### src/rtl/mips_pkg.sv
// Shared definitions for the front end: instruction field layout, two-word
// opcode decoding and the fetch state encoding.
package mips_pkg;

    localparam int ADDR_W = 32;
    localparam int INSTR_W = 16;

    localparam int OPCODE_MSB = 15;
    localparam int OPCODE_LSB = 9;
    localparam int RDST_MSB = 8;
    localparam int RDST_LSB = 6;
    localparam int RSRC1_MSB = 5;
    localparam int RSRC1_LSB = 3;
    localparam int RSRC2_MSB = 2;
    localparam int RSRC2_LSB = 0;

    localparam logic [6:0] OP_IADD = 7'b0101000;
    localparam logic [3:0] OP_LDM_PFX = 4'b1001;
    localparam logic [3:0] OP_LDD_PFX = 4'b1010;
    localparam logic [3:0] OP_STD_PFX = 4'b1011;

    typedef enum logic {
        FETCH = 1'b0,
        IMM   = 1'b1
    } fetch_state_e;

    typedef struct packed {
        logic [6:0] opcode;
        logic [2:0] rdst;
        logic [2:0] rsrc1;
        logic [2:0] rsrc2;
    } instr_fields_t;

    function automatic logic [6:0] opcode_of(input logic [INSTR_W-1:0] instr);
        return instr[OPCODE_MSB:OPCODE_LSB];
    endfunction

    function automatic instr_fields_t decode_fields(input logic [INSTR_W-1:0] instr);
        instr_fields_t f;
        f.opcode = instr[OPCODE_MSB:OPCODE_LSB];
        f.rdst   = instr[RDST_MSB:RDST_LSB];
        f.rsrc1  = instr[RSRC1_MSB:RSRC1_LSB];
        f.rsrc2  = instr[RSRC2_MSB:RSRC2_LSB];
        return f;
    endfunction

    // LDM/LDD/STD are matched on their 4-bit prefix; the low opcode bits are free.
    function automatic logic is_two_word(input logic [6:0] opcode);
        return (opcode == OP_IADD)
            || (opcode[6:3] == OP_LDM_PFX)
            || (opcode[6:3] == OP_LDD_PFX)
            || (opcode[6:3] == OP_STD_PFX);
    endfunction

endpackage

### src/rtl/if_id_reg.sv
// IF/ID pipeline register. Clear (bubble/flush) beats hold (stall), which
// beats a normal load; a loaded entry is always valid.
module if_id_reg
    import mips_pkg::*;
(
    input  logic               clk,
    input  logic               rst,
    input  logic               hold,
    input  logic               clear,
    input  logic [INSTR_W-1:0] load_instr,
    input  logic [INSTR_W-1:0] load_imm,
    input  logic [ADDR_W-1:0]  load_pc,
    output logic               d_valid,
    output logic [INSTR_W-1:0] d_instr,
    output logic [INSTR_W-1:0] d_imm,
    output logic [ADDR_W-1:0]  d_pc
);

    logic               valid_q, valid_d;
    logic [INSTR_W-1:0] instr_q, instr_d;
    logic [INSTR_W-1:0] imm_q, imm_d;
    logic [ADDR_W-1:0]  pc_q, pc_d;

    always_comb begin
        valid_d = valid_q;
        instr_d = instr_q;
        imm_d   = imm_q;
        pc_d    = pc_q;
        if (clear) begin
            valid_d = 1'b0;
            instr_d = '0;
            imm_d   = '0;
            pc_d    = '0;
        end else if (!hold) begin
            valid_d = 1'b1;
            instr_d = load_instr;
            imm_d   = load_imm;
            pc_d    = load_pc;
        end
    end

    always_ff @(posedge clk) begin
        if (rst) begin
            valid_q <= 1'b0;
            instr_q <= '0;
            imm_q   <= '0;
            pc_q    <= '0;
        end else begin
            valid_q <= valid_d;
            instr_q <= instr_d;
            imm_q   <= imm_d;
            pc_q    <= pc_d;
        end
    end

    assign d_valid = valid_q;
    assign d_instr = instr_q;
    assign d_imm   = imm_q;
    assign d_pc    = pc_q;

endmodule

### src/rtl/fetch_unit.sv
// Instruction fetch: PC, the FETCH/IMM state machine that assembles two-word
// instructions, and the IF/ID register feeding decode.
module fetch_unit
    import mips_pkg::*;
#(
    parameter logic [ADDR_W-1:0] RESET_PC = 32'h0000_0000
) (
    input  logic               clk,
    input  logic               rst,
    input  logic               stallD,
    input  logic               branch_taken,
    input  logic [ADDR_W-1:0]  branch_target,
    output logic [ADDR_W-1:0]  imem_addr,
    input  logic [INSTR_W-1:0] imem_data,
    output logic               d_valid,
    output logic [INSTR_W-1:0] d_instr,
    output logic [INSTR_W-1:0] d_imm,
    output logic [ADDR_W-1:0]  d_pc
);

    fetch_state_e       state_q, state_d;
    logic [ADDR_W-1:0]  pc_q, pc_d;
    logic [INSTR_W-1:0] buf_instr_q, buf_instr_d;
    logic [ADDR_W-1:0]  buf_pc_q, buf_pc_d;

    logic               ifid_hold;
    logic               ifid_clear;
    logic [INSTR_W-1:0] ld_instr;
    logic [INSTR_W-1:0] ld_imm;
    logic [ADDR_W-1:0]  ld_pc;

    assign imem_addr = pc_q;

    always_comb begin
        state_d     = state_q;
        pc_d        = pc_q;
        buf_instr_d = buf_instr_q;
        buf_pc_d    = buf_pc_q;
        ifid_hold   = 1'b0;
        ifid_clear  = 1'b0;
        ld_instr    = imem_data;
        ld_imm      = '0;
        ld_pc       = pc_q;

        if (branch_taken) begin
            pc_d        = branch_target;
            state_d     = FETCH;
            buf_instr_d = '0;
            buf_pc_d    = '0;
            ifid_clear  = 1'b1;
        end else if (stallD) begin
            ifid_hold = 1'b1;
        end else begin
            pc_d = pc_q + 32'd1;
            unique case (state_q)
                FETCH: begin
                    // First word of a two-word instruction: park it and bubble decode.
                    if (is_two_word(opcode_of(imem_data))) begin
                        buf_instr_d = imem_data;
                        buf_pc_d    = pc_q;
                        ifid_clear  = 1'b1;
                        state_d     = IMM;
                    end
                end
                IMM: begin
                    ld_instr = buf_instr_q;
                    ld_imm   = imem_data;
                    ld_pc    = buf_pc_q;
                    state_d  = FETCH;
                end
                default: state_d = FETCH;
            endcase
        end
    end

    always_ff @(posedge clk) begin
        if (rst) begin
            state_q     <= FETCH;
            pc_q        <= RESET_PC;
            buf_instr_q <= '0;
            buf_pc_q    <= '0;
        end else begin
            state_q     <= state_d;
            pc_q        <= pc_d;
            buf_instr_q <= buf_instr_d;
            buf_pc_q    <= buf_pc_d;
        end
    end

    if_id_reg u_if_id_reg (
        .clk        (clk),
        .rst        (rst),
        .hold       (ifid_hold),
        .clear      (ifid_clear),
        .load_instr (ld_instr),
        .load_imm   (ld_imm),
        .load_pc    (ld_pc),
        .d_valid    (d_valid),
        .d_instr    (d_instr),
        .d_imm      (d_imm),
        .d_pc       (d_pc)
    );

endmodule

### config.mk
export PLATFORM = sky130hd
export DESIGN_NAME = fetch_unit
export DESIGN_NICKNAME = d
export VERILOG_FILES = /design/src/rtl/mips_pkg.sv /design/src/rtl/if_id_reg.sv /design/src/rtl/fetch_unit.sv
export SDC_FILE = /design/constraint.sdc
export NUM_CORES = 1
export LEC_CHECK = 0
export ABC_CLOCK_PERIOD_IN_PS = 5470
export CAP_MARGIN = 10
export CELL_PAD_IN_SITES_DETAIL_PLACEMENT = 2
export CELL_PAD_IN_SITES_GLOBAL_PLACEMENT = 2
export CORE_MARGIN = 4
export CORE_UTILIZATION = 33
export DETAILED_ROUTE_END_ITERATION = 16
export GPL_TIMING_DRIVEN = 1
export MAX_ROUTING_LAYER = met4
export PLACE_DENSITY_LB_ADDON = 0.1
export SKIP_CTS_REPAIR_TIMING = 1
export SKIP_LAST_GASP = 1
export SLEW_MARGIN = 15
export SYNTH_ARGS = -nofsm -noshare
export SYNTH_HDL_FRONTEND = slang
export SYNTH_HIERARCHICAL = 1
export SYNTH_SLANG_ARGS = --single-unit
### constraint.sdc
create_clock -name clk -period 5.47 [get_ports clk]
set_input_delay 1.641 -clock clk [delete_from_list [all_inputs] [get_ports clk]]
set_output_delay 1.641 -clock clk [all_outputs]
set_load 0.01 [all_outputs]
==> summary.log <==
qor: status.status complete, no violations
qor: clock_tree.clock_insertion_delay_worst_skew 0.42 ns
qor: worst_setup_path.cp_data_arrival_time 4.25 ns
qor: sta.clock.fmax 0.2530 GHz
qor: sta.count_of_endpoints_failing_hold_in_the_final_timing_report 0
qor: routing.ant_nets 0
qor: synth.ys_async_sr_fraction 0%
qor: worst_setup_path.timing_worst_setup_path_type primary input to flip-flop
qor: worst_setup_path.critPathRequiredTime 5.77 ns
qor: global_routing.grt_first_pass_wirelength 41280 um
qor: global_routing.grt_max_degree 66
qor: pwr.p_per_area 301.9 nW/um^2
qor: synth.synth.ff_latch_count 146
qor: finish.multi_input_logic_area 3603 um^2
qor: finish.final_cell_area 9185 um^2
qor: finish.synthToLayoutAreaGrowth 33.86%
qor: routing.routed-via-count 6479
qor: synth.synth_cells 782
qor: sta.worst_slew_pin_slew 0.8965 ns
qor: global_routing.grt_util_all_layers 22.50%
qor: finish.layout.cells.most_common_list 148 x sky130_fd_sc_hd__clkdlybuf4s50_1, 146 x sky130_fd_sc_hd__dfxtp_1, 95 x sky130_fd_sc_hd__nor2_1
qor: routing.drt_first_iter_violations 371
qor: synth.synth_warnings 6
qor: pwr.maximum_vdd_drop 209.2 uV
qor: synth.number_of_nets_in_the_synthesized_netlist 835
qor: finish.nets 941
qor: placed_design.dpl.hpwl 16920 um
qor: sta.finClkSkew 0.008921 ns
qor: synth.synth_edf_count 0
qor: finish.leading_cell_type_in_the_layout_fill_and_taps_excluded sky130_fd_sc_hd__clkdlybuf4s50_1
qor: pwr.power.static_leakage 3.157 nW
qor: routing.remaining_drc_errors 0
qor: global_routing.grt_overflow 0
qor: die.io_pins 149
qor: sta.worst_slew_margin_rel 39.78%
qor: clock_tree.clock_tree.root_cell sky130_fd_sc_hd__clkbuf_16
qor: die.dieHeight 152.2 um
qor: global_routing.first_global_vias 7114
qor: clock_tree.cts_tree yes
qor: routing.wl 25910 um
qor: synth.synth_area_per_cell 8.774 um^2
qor: worst_setup_path.cpMaxStageDelayCell sky130_fd_sc_hd__clkdlybuf4s50_1
qor: placed_design.buffer_ports.inserted 148
qor: job.max-cap-violations 0
qor: clock_tree.cts_inserted_buffers 17
qor: routing.route.detailed.vias_per_inst 5.523
qor: worst_setup_path.cp-end-kind flip-flop
qor: synth.syn-cell-area 6862 um^2
qor: worst_setup_path.worst_setup_path_start_kind primary input
qor: placed_design.gp_routability_congestion 0.7950
qor: clock_tree.htreeDepth 4
qor: die.die_area 23160 um^2
qor: placed_design.place_area 8483 um^2
qor: die.floorplan.die.width 152.2 um
qor: sta.setup_violations 0
qor: worst_setup_path.timing.critical_path.slowest_cell_delay 0.77 ns
qor: clock_tree.numClockSinks 146
qor: worst_setup_path.maximum_fanout_count_along_the_critical_path 16
qor: finish.drive_gt1_share 10.77%
qor: die.initial_util 33.69%
qor: min_path.worst_hold_path_type flip-flop to flip-flop
qor: sta.report.final.slew_viol_count 0
qor: routing.dr.pass1.iters 4
qor: synth.ys_dominant_reg_cell sky130_fd_sc_hd__dfxtp_1
qor: worst_setup_path.crit_chain clkdlybuf4s50_1, nand3b_1, nor3_1, a2111oi_0, or3_1
qor: sta.period_share 72.26%
qor: die.core_area 20360 um^2
qor: finish.layout.area.seq 2923 um^2
qor: routing.routed_length_per_placed_instance 22.09 um
qor: finish.filler_cell_count 2169
qor: clock_tree.cts.path.max_buffers 2
qor: synth.yosysUniqueCellTypes 50
qor: sta.grt_setup_unrepaired no
qor: synth.seq_area_frac_synth 42.60%
qor: sta.finalWorstPathRequiredPeriod 3.953 ns
qor: clock_tree.clk_pin_slew 0.06 ns
qor: die.std_cell_rows 52
qor: sta.fin_tns_setup 0 ns
qor: global_routing.initial_antenna_violation_count 2
[cells in the mapped netlist (all sizes together) (2+ instances only)]
master	count	area [um^2]
or3	4	25.02
xor2	3	26.28
nand3	53	265.3
o21ai	56	280.3
nor2b	6	37.54
nand3b	6	45.04
mux2	44	495.5
o31ai	6	45.04
clkbuf	54	202.7
a211oi	11	82.58
buf	20	135.1
nand2	29	108.9
and2	4	25.02
and4	2	17.52
o211ai	2	15.01
mux2i	66	660.6
or2	3	18.77
dfxtp	146	2923
nor3	9	45.04
nor3b	2	15.01
xnor2	7	61.31
or4	6	48.80
inv	7	26.28
a311oi	16	140.1
and3	23	143.9
a2111oi	4	35.03
a31oi	6	37.54
nor2	95	356.6
nand4	13	87.58
nor4	9	62.56
a21oi	57	285.3
o21bai	2	15.01
[power by group]
part,total [W],internal (W),switching [W]
clock,0.00130,0.000814,0.000486
sequential,0.00115,0.00110,0.0000535
combinational,0.000324,0.000155,0.000170
[critical path: cells and delay by family]
kind	cells	cell delay, ns
and+or+nand+nor	3	1.62
buffers and inverters	1	0.77
AOI/OAI and AO/OA	1	0.21
[cell type report]
type | instances | share of cell area (%)
diodes | 2 | 0.05449
clock buffers | 20 | 4.754
clock inverters | 12 | 2.234
inverters | 8 | 0.3269
multi-input cells | 554 | 39.23
flip-flops and latches | 146 | 31.82
well taps | 270 | 3.678
repair buffers | 161 | 17.90
[state kept, by name, summed over array words and instances, names as in the netlist]
| name | flops |
|---|---|
| u_if_id_reg/d_pc | 32 |
| buf_instr_q | 16 |
| imem_addr | 32 |
| u_if_id_reg/d_instr | 16 |
| state_q | 1 |
| u_if_id_reg/d_imm | 16 |
| buf_pc_q | 32 |
| u_if_id_reg/d_valid | 1 |
[routing by layer]
layer	vias to the layer above	track usage, %	routed length (um)
met5	-	-	0
met4	0	4.623	197
met3	16	4.771	1080
met2	125	36.77	12720
met1	3304	28.97	11920
li1	3034	-	-
[kinds of logic after synthesis]
family	after synthesis	synth area share, %
DFF	146	42.60
xor gates and xnor gates	10	1.277
muxes	110	16.85
and+or+nand+nor	268	19.47
AOI/OAI and AO/OA	165	14.26
buffers and inverters	82	5.361
adders and majority gates	1	0.1823
[path summary, 6_finish.rpt]
path	startpoint	cells after the start	slack, ns	to
hold reg to reg	u_if_id_reg/d_valid$_SDFFE_PP0N_	2	0.46	u_if_id_reg/d_valid$_SDFFE_PP0N_
setup reg to reg	imem_addr[3]$_SDFFE_PP0N_	4	2.81	imem_addr[15]$_SDFFE_PP0N_
setup / recovery	stallD	5	1.52	imem_addr[23]$_SDFFE_PP0N_
hold / removal	u_if_id_reg/d_valid$_SDFFE_PP0N_	2	0.46	u_if_id_reg/d_valid$_SDFFE_PP0N_
[per-stage QoR]
stage	setup slack, ns	std cells	total power [W]	hold WS (ns)	util, %
6_report	1.517	1173	0.002773	0.4598	45.10
2_1_floorplan	2.045	782	0.001320	0.4502	-
4_1_cts	1.566	1169	0.002793	0.4649	44.81
3_5_place_dp	1.134	1137	0.001488	0.4494	41.66
3_3_place_gp	1.282	1137	0.001474	0.4402	41.66
5_1_grt	1.347	1173	0.002878	0.5049	45.10
(Power assumes the default switching activity.)
